### config.mk
export PLATFORM = sky130hd
export DESIGN_NAME = mode_counter
export DESIGN_NICKNAME = d
export VERILOG_FILES = /design/src/rtl/mode_counter.sv
export SDC_FILE = /design/constraint.sdc
export NUM_CORES = 1
export LEC_CHECK = 0
export BUFFER_PORTS_ARGS = -buffer_cell sky130_fd_sc_hd__buf_2
export CORE_MARGIN = 3
export CORE_UTILIZATION = 48
export CTS_CLUSTER_SIZE = 14
export DETAILED_ROUTE_END_ITERATION = 8
export GPL_TIMING_DRIVEN = 0
export HOLD_SLACK_MARGIN = 0.15
export MAX_ROUTING_LAYER = met4
export PLACE_DENSITY = 0.75
export SETUP_SLACK_MARGIN = 0.05
export SYNTH_ARGS = -nofsm -noshare
export SYNTH_HDL_FRONTEND = slang
export SYNTH_SLANG_ARGS = --single-unit
export TNS_END_PERCENT = 50
### constraint.sdc
create_clock -name clk -period 1.9 [get_ports clk]
set_input_delay 0.19 -clock clk [delete_from_list [all_inputs] [get_ports clk]]
set_output_delay 0.19 -clock clk [all_outputs]
set_load 0.01 [all_outputs]
### src/rtl/mode_counter.sv
// Multi-mode bounded counter: up-wrap, down-wrap, ping-pong and up-saturate.
// The count always stays inside [COUNT_MIN, COUNT_MAX].
// clear beats load, and load beats a clk_enable step.
// wrap_pulse is a registered flag that is high for one cycle after a wrap or turnaround.
module mode_counter #(
  parameter int unsigned WIDTH     = 6,
  parameter int unsigned COUNT_MIN = 0,
  parameter int unsigned COUNT_MAX = 63,
  parameter int unsigned STEP      = 1
) (
  input  logic             clk,
  input  logic             rst,
  input  logic             clk_enable,
  input  logic [1:0]       mode,
  input  logic             clear,
  input  logic             load,
  input  logic [WIDTH-1:0] load_value,
  output logic [WIDTH-1:0] current_count,
  output logic             direction,
  output logic             phase_min,
  output logic             phase_max,
  output logic             wrap_pulse,
  output logic             saturated
);

  typedef enum logic [1:0] {
    ModeUpWrap   = 2'b00,
    ModeDownWrap = 2'b01,
    ModePingPong = 2'b10,
    ModeUpSat    = 2'b11
  } mode_e;

  // Ping-pong landing points after a turnaround, kept inside the legal range.
  localparam int unsigned PpDownTo    = (COUNT_MAX >= COUNT_MIN + STEP) ? COUNT_MAX - STEP
                                                                        : COUNT_MIN;
  localparam int unsigned PpUpTo      = (COUNT_MIN + STEP <= COUNT_MAX) ? COUNT_MIN + STEP
                                                                        : COUNT_MAX;
  localparam int unsigned MinPlusStep = COUNT_MIN + STEP;

  // Widened (WIDTH+1) constants so that count+STEP is compared without overflow.
  localparam logic [WIDTH:0]   MaxX     = COUNT_MAX[WIDTH:0];
  localparam logic [WIDTH:0]   StepX    = STEP[WIDTH:0];
  localparam logic [WIDTH:0]   MinStepX = MinPlusStep[WIDTH:0];

  localparam logic [WIDTH-1:0] MinW     = COUNT_MIN[WIDTH-1:0];
  localparam logic [WIDTH-1:0] MaxW     = COUNT_MAX[WIDTH-1:0];
  localparam logic [WIDTH-1:0] StepW    = STEP[WIDTH-1:0];
  localparam logic [WIDTH-1:0] PpDownW  = PpDownTo[WIDTH-1:0];
  localparam logic [WIDTH-1:0] PpUpW    = PpUpTo[WIDTH-1:0];

  logic [WIDTH-1:0] count_q, count_d;
  logic             dir_q, dir_d;
  logic             wrap_q, wrap_d;

  logic [WIDTH:0]   count_x;
  logic [WIDTH:0]   up_x;
  logic [WIDTH-1:0] dn_w;
  logic [WIDTH:0]   load_x;
  logic             up_over;
  logic             dn_under;
  logic             load_below_min;
  logic             load_above_max;
  logic             at_min;
  logic             at_max;
  mode_e            mode_sel;

  assign mode_sel       = mode_e'(mode);
  assign count_x        = {1'b0, count_q};
  assign up_x           = count_x + StepX;
  assign dn_w           = count_q - StepW;
  assign load_x         = {1'b0, load_value};
  assign up_over        = (up_x > MaxX);
  assign dn_under       = (count_x < MinStepX);
  assign load_above_max = (load_x > MaxX);
  assign at_min         = (count_q == MinW);
  assign at_max         = (count_q == MaxW);

  // A lower clamp only exists when COUNT_MIN is above zero.
  if (COUNT_MIN > 0) begin : g_low_clamp
    localparam logic [WIDTH:0] MinX = COUNT_MIN[WIDTH:0];
    assign load_below_min = (load_x < MinX);
  end else begin : g_no_low_clamp
    assign load_below_min = 1'b0;
  end

  // Next-state selection: clear, then load, then the mode-dependent step.
  always_comb begin
    count_d = count_q;
    dir_d   = dir_q;
    wrap_d  = 1'b0;
    if (clear) begin
      count_d = MinW;
      dir_d   = 1'b1;
    end else if (load) begin
      if (load_below_min) begin
        count_d = MinW;
      end else if (load_above_max) begin
        count_d = MaxW;
      end else begin
        count_d = load_value;
      end
    end else if (clk_enable) begin
      unique case (mode_sel)
        ModeUpWrap: begin
          dir_d = 1'b1;
          if (up_over) begin
            count_d = MinW;
            wrap_d  = 1'b1;
          end else begin
            count_d = up_x[WIDTH-1:0];
          end
        end
        ModeDownWrap: begin
          dir_d = 1'b0;
          if (dn_under) begin
            count_d = MaxW;
            wrap_d  = 1'b1;
          end else begin
            count_d = dn_w;
          end
        end
        ModePingPong: begin
          if (dir_q) begin
            if (at_max) begin
              dir_d   = 1'b0;
              count_d = PpDownW;
              wrap_d  = 1'b1;
            end else if (up_over) begin
              count_d = MaxW;
            end else begin
              count_d = up_x[WIDTH-1:0];
            end
          end else begin
            if (at_min) begin
              dir_d   = 1'b1;
              count_d = PpUpW;
              wrap_d  = 1'b1;
            end else if (dn_under) begin
              count_d = MinW;
            end else begin
              count_d = dn_w;
            end
          end
        end
        ModeUpSat: begin
          dir_d   = 1'b1;
          count_d = up_over ? MaxW : up_x[WIDTH-1:0];
        end
        default: begin
          count_d = count_q;
        end
      endcase
    end
  end

  // State registers; reset returns to COUNT_MIN counting up.
  always_ff @(posedge clk or posedge rst) begin
    if (rst) begin
      count_q <= MinW;
      dir_q   <= 1'b1;
      wrap_q  <= 1'b0;
    end else begin
      count_q <= count_d;
      dir_q   <= dir_d;
      wrap_q  <= wrap_d;
    end
  end

  // Output decode.
  always_comb begin
    current_count = count_q;
    direction     = dir_q;
    wrap_pulse    = wrap_q;
    phase_min     = at_min & clk_enable;
    phase_max     = at_max & clk_enable;
    saturated     = (mode_sel == ModeUpSat) & at_max;
  end

endmodule
Yosys cells after proc, flatten, opt, wreduce, memory -nomap -nowiden
Index checks and enable logic that the tools add are counted.
{"block": "totals", "in_bits": 13, "wordCells": 49, "output_inout_bits": 11, "reg_bits": 8}
{"block": "op_classes", "bitwise": 3, "muxes": 27, "eq_ne": 5, "order_cmp": 3, "add_sub_neg": 2, "reduce_logical": 6}
{"op": "2-to-1 mux 6 bit", "n": 11}
{"op": "one-hot mux 6 bit (4 select lines)", "n": 1}
{"op": "2-to-1 mux 1 bit", "n": 13}
{"op": "adder 6 x 1 -> 7 bit, second input constant", "n": 1}
{"op": "greater-than comparator 7 x 6 -> 1 bit, second input constant", "n": 1}
{"op": "equality test 6 bit, second input constant", "n": 1}
{"op": "greater-than comparator 6 bit, second input constant", "n": 1}
{"op": "zero test 6 bit", "n": 1}
{"op": "less-than comparator 6 x 1 -> 1 bit, second input constant", "n": 1}
{"op": "one-hot mux 1 bit (3 select lines)", "n": 2}
{"op": "subtractor 6 x 1 -> 6 bit, second input constant", "n": 1}
{"op": "equality test 2 bit, second input constant", "n": 2}
{"op": "AND 1 bit", "n": 3}
{"op": "nonzero test 3 bit", "n": 1}
{"op": "equality test 2 x 1 -> 1 bit, second input constant", "n": 1}
{"op": "zero test 2 bit", "n": 1}
{"op": "inequality test 2 bit, second input constant", "n": 1}
{"op": "AND reduction 2 bit", "n": 1}
{"op": "nonzero test 2 bit", "n": 1}
{"op": "OR reduction 2 bit", "n": 1}

Depth between registers and ports, before layout
{"block": "depth", "word_depth": 9, "depth_mapped": 8, "ltp_nobuf": 8}

Worst setup path before layout
No wires, ideal clock.
{"block": "synth_timing", "path_kind": "register to register", "startpoint": "register count_q[1] (netlist: current_count[1])", "endpoint": "register wrap_q (netlist: wrap_pulse)", "t_required_ps": 1770, "path_stages_with_launch": 8, "t_arrival_ps": 1926, "setup_time_ps": 130, "synth_period_minus_slack_ps": 2056, "n_path_buf": 0, "slack_ps": -156, "path_cell_list": "dfrtp_1 > ha_1 > xor2_4 > nand4_1 > maj3_2 > and2_4 > a222oi_1 > nor3_1"}
{"block": "synth_between", "elab_chain_cells": 7, "word_cells_on_any_way": 14, "classes_between": "add/sub: 1; order compare: 2; eq/ne: 1; mux: 9; reduce/logical: 1"}
{"element": "start, declared", "line_no": "51", "source": "logic [WIDTH-1:0] count_q, count_d;"}
{"element": "start signal, assigned", "line_no": "159", "source": "count_q <= MinW;"}
{"element": "start signal, assigned", "line_no": "163", "source": "count_q <= count_d;"}
{"element": "adder 6 x 1 -> 7 bit, or another cell as far along", "line_no": "69", "source": "assign up_x = count_x + StepX;"}
{"element": "greater-than comparator 7 x 6 -> 1 bit, or another cell as far along", "line_no": "72", "source": "assign up_over = (up_x > MaxX);"}
{"element": "2-to-1 mux 1 bit, on equally long branches", "line_no": "106, 123"}
{"element": "one-hot mux 1 bit (3 select lines) (*)", "line_no": "103", "source": "unique case (mode_sel)"}
{"element": "2-to-1 mux 1 bit (*)", "line_no": "102", "source": "end else if (clk_enable) begin"}
{"element": "2-to-1 mux 1 bit (*)", "line_no": "94", "source": "end else if (load) begin"}
{"element": "2-to-1 mux 1 bit (*)", "line_no": "91", "source": "if (clear) begin"}
{"element": "net wrap_d", "line_no": "53", "source": "logic wrap_q, wrap_d;"}
{"element": "end signal, assigned", "line_no": "165", "source": "wrap_q <= wrap_d;"}
{"element": "end, declared", "line_no": "53"}
The timed path passes the listed nets; every way through them passes the cells marked *.
A chain may end at the register's enable or synchronous reset.

Final worst setup path
{"block": "layout_timing", "startpoint": "register count_q[3] (netlist: current_count[3])", "endpoint": "register count_q[2] (netlist: current_count[2])"}
{"block": "layout_between", "elab_chain_cells": 9, "word_cells_on_any_way": 16, "classes_between": "add/sub: 1; order compare: 2; eq/ne: 1; mux: 11; reduce/logical: 1"}
{"element": "adder 6 x 1 -> 7 bit", "line_no": "69"}
{"element": "greater-than comparator 7 x 6 -> 1 bit", "line_no": "72"}
{"element": "2-to-1 mux 6 bit", "line_no": "128, 147"}
{"element": "2-to-1 mux 6 bit", "line_no": "124", "source": "if (at_max) begin"}
{"element": "2-to-1 mux 6 bit", "line_no": "123", "source": "if (dir_q) begin"}
{"element": "one-hot mux 6 bit (4 select lines) (*)", "line_no": "103"}
{"element": "2-to-1 mux 6 bit (*)", "line_no": "102"}
{"element": "2-to-1 mux 6 bit (*)", "line_no": "94"}
{"element": "2-to-1 mux 6 bit (*)", "line_no": "91"}
Mark *: on every way between the ends. The rest lies on a longest branch, timed or not. The select of a mux whose other input is x is not followed.

==> key figures <==
Run status
  – Result of the run: complete, but fails checks
  – Violations in the final reports: setup timing

Setup path
  – Kind of critical path: flip-flop to flip-flop
  – Endpoint kind of the worst setup timing path: flip-flop
  – Data arrival time at the worst-slack endpoint: about 2.2 ns
  – Highest net fanout along the worst path: 10
  – Setup crit start kind: flip-flop
  – Crit path required time: 2.02 ns

Place
  – HPWL reported at the end of detailed placement: around 2300 um
  – Last weighted congestion value of the routability-driven placer: a little over 0.9
  – Placed cells: about 190
  – Number of I/O port buffers: 22

Drt
  – Detailed Route WL: between 3000 and 4000 um
  – Post-detailed-route DRC marker count: 0
  – Vias: 1230
  – Drt wl/cell: around 17 um
  – Router iterations before antenna repair: 4
  – First-iteration detailed-routing DRC count: 29
  – Ratio of routed vias to standard cells: just over 6
  – Remaining antenna violation count after routing: 0

Timing
  – Minimum clock period after layout: between 2 and 2.5 ns
  – Worst-Margin Slew: roughly 0.49 ns
  – Final clock period utilization by the worst path: 1.09
  – Max-slew violation count: 0
  – Total negative setup slack: -0.430 ns
  – Timing-limited maximum frequency: approximately 480 MHz
  – Relative slew margins: 0.673
  – Count of endpoints failing setup in the final report: 4
  – Final worst-path setup slack: -0.172 ns
  – Hold Fails Final Rpt: 0
  – Final Skew: about 0.0098 ns
  – Setup repair after global routing missed its margin: true

Global route
  – Top Usage Layer GRT: met2
  – Met2 usage in global routing: 0.406
  – Number of global-route vias before repair: around 1.1k
  – Tot GR Track Use: 0.268
  – Remaining global-route overflow: 0
  – GR met3 Demand/Resource: 0.0282
  – Initial antenna violation count: 0
  – Met1 capacity usage during global routing: 0.348
  – Global-route wire length before repair: around 5300 um
  – Largest net degree at the start of global routing: 11

Finish
  – Area delta synth->final: 27.0%
  – Total number of nets in the final design: about 200
  – Total inserted antenna cells: 0
  – Share of layout cells above drive strength 1: 0.316
  – Number of standard cells in the final layout excluding fillers: between 200 and 250
  – Layout filler cell count: approximately 200

Synth
  – Share of synthesized area occupied by flip-flops and latches: 0.187
  – Largest family of logic cells by synthesized area: compound AO/OA/AOI/OAI gates
  – Synthesized-area fraction occupied by ao, oa, aoi and oai cells: 0.290
  – Synthesized-area fraction occupied by xor and xnor cells: 0.0663
  – Synthesized cell area: 1080 sq um
  – Average cell area after synthesis: about 7.6 sq um
  – Syn Inst Count: 142
  – Area fraction in and, or, nand and nor cells after synthesis: 0.269
  – #FFs+latches synth: 8
  – Post-synthesis mux area share: 0.00930
  – Warning count from the yosys run: 0
  – Area share of fa/ha/maj cells after synthesis: 0.103
  – Unique masters post-synth: between 40 and 50
  – Synthesized net count: 163

Clocking
  – CTS Root Cell: sky130_fd_sc_hd__clkbuf_4
  – Clock insertion delay at the later pin of the skew report: approximately 0.28 ns
  – Number of sinks driven by the clock tree: 8
  – CTS Buf Count: 3
  – Clock input transition at the sequential cells of the worst setup and hold paths: 0.06 ns
  – H-tree lvl count: 1
  – TritonCTS clock tree: built
  – Buffers from clock root to sink, at most: 2

Power and ir drop
  – Maximum resistive drop on vdd: ~0.00034 V
  – Net Sw Power: roughly 270 uW
  – Internal: between 400 and 500 uW
  – Clock network power share: 0.225
  – Proportion of total power due to net switching: 0.403
  – Sequential group share of total power: 0.288
  – Leakage: between 0.0006 and 0.0007 uW
  – Share of power burned in combinational logic: 0.487
  – PwrDens: approximately 500 nW/um^2

Flow run
  – Max-capacitance violation count: 0

Floorplan
  – Die span in x: 53.3 um
  – Core Box Area: roughly 2000 sq um
  – Height of the chip: 53.3 um
  – DIE AREA: roughly 2800 sq um
  – Starting Density: 0.527
  – Placement Rows: 16
  – Total I/O pin count: 24

Hold path
  – Worst min-delay path category: input port to flip-flop
[sequential cells by signal (all words and copies together), names as in the netlist]
signal         cells
wrap_pulse         1
direction          1
current_count      6
[critical path, stage by stage, from the launching register on]
cell                       delay, ns
sky130_fd_sc_hd__dfrtp_1        0.37
sky130_fd_sc_hd__buf_2          0.19
sky130_fd_sc_hd__or3_1          0.41
sky130_fd_sc_hd__nor2_2         0.21
sky130_fd_sc_hd__o31ai_1        0.09
sky130_fd_sc_hd__a211oi_1       0.45
sky130_fd_sc_hd__o32ai_2        0.18
[placed cells by master (no fill, tap or decap), drive strengths merged, types with 5 or more instances in the layout]
master and n:
buf 32, ha 8, a21oi 14, nor2b 5, nor3b 5, nand2 9, clkbuf 7, dfrtp 7
nor2 8, inv 10, o21ai 6, nor3 7, nand2b 5
[area by class of cell]
cell class | count | area, sq um | area share
inverters | 10 | 37.5 | 0.0275
clock buffers | 4 | 26.3 | 0.0192
multi-input cells | 116 | 863 | 0.632
flip-flops and latches | 8 | 204 | 0.149
plain buffers | 8 | 43.8 | 0.0321
well taps | 27 | 33.8 | 0.0247
repair buffers | 28 | 158 | 0.115
[stage by stage]
| step | hold WS, ns | cell area, sq um | util | setup slack [ns] | power, uW |
|---|---|---|---|---|---|
| final | 0.196 | 1370 | 0.669 | -0.172 | 683 |
| after global routing | 0.205 | 1370 | 0.669 | -0.318 | 726 |
| after CTS | 0.191 | 1340 | 0.657 | -0.0970 | 664 |
| after detailed placement | 0.157 | 1250 | 0.612 | -0.264 | 485 |
| after global placement | 0.149 | 1250 | 0.612 | -0.303 | 485 |
| after floorplan | 0.00481 | 1100 | - | 0.0231 | 407 |
[cell usage after synthesis, drive strengths merged]
library cell,number,area [sq um]
o211ai,1,7.51
nand2,9,33.8
dfrtp,7,175
a31o,1,8.76
and3,2,12.5
xor2,2,36.3
a211oi,2,15.0
and2,4,27.5
o22ai,2,12.5
a21oi,14,70.1
maj3,1,11.3
inv,10,37.5
nand3,2,10.0
or3,2,12.5
dfstp,1,26.3
nand4,1,6.26
nor2,8,30.0
nor4b,1,8.76
o41ai,1,8.76
o2bb2ai,2,17.5
o221a,1,11.3
mux2i,1,10.0
a21o,4,30.0
nand2b,5,31.3
nor4,1,6.26
or2,1,6.26
ha,8,100
a222oi,1,10.0
clkbuf,3,11.3
xnor2,4,35.0
a31oi,4,25.0
buf,5,32.5
o31ai,3,22.5
a21boi,2,15.0
o21ai,6,30.0
o311a,1,10.0
a2111oi,1,8.76
nor3b,5,37.5
o32ai,1,8.76
nor3,7,35.0
nor2b,5,31.3
[logic make-up (layout without fill, tap and decap cells)]
family | after synthesis | in the layout
multiplexers | 1 | 1
adder cells (fa/ha/maj) | 9 | 9
XOR/XNOR | 6 | 6
AND/OR/NAND/NOR | 53 | 53
AO/OA/AOI/OAI | 47 | 47
buffers and inverters | 18 | 50
flip-flops | 8 | 8
[final timing paths]
kind	slack, ns	cells past startpoint	start	to
setup / recovery	-0.17	6	current_count[3]	current_count[2]
hold / removal	0.20	3	load_value[0]	current_count[0]
setup reg to reg	-0.17	6	current_count[3]	current_count[2]
hold reg to reg	0.80	3	current_count[5]	current_count[5]
max in group asynchronous	1.20	3	rst	direction
min in group asynchronous	0.40	3	rst	current_count[0]
[layer usage]
layer / wire (um) / share of wire
met5: 0 / 0
met4: 158 / 0.047
met3: 253 / 0.076
met2: 1500 / 0.45
met1: 1420 / 0.43
[what timing repair did]
item	CTS	global route
endpoints found under the hold margin	7	0
gates resized for setup	8	3
pin swaps	1	1
hold buffers	1	0
endpoints found under the setup margin	9	9
buffers inserted	4	1
[power groups by stage]
stage / Clock [uW] / Sequential [uW] / Combinational [uW]
global placement: 0 / 204 / 281
detailed placement: 0 / 204 / 281
global route: 165 / 199 / 362
CTS: 152 / 197 / 315
floorplan: 0 / 207 / 200
finish: 153 / 197 / 333
(Power assumes the default switching activity.)
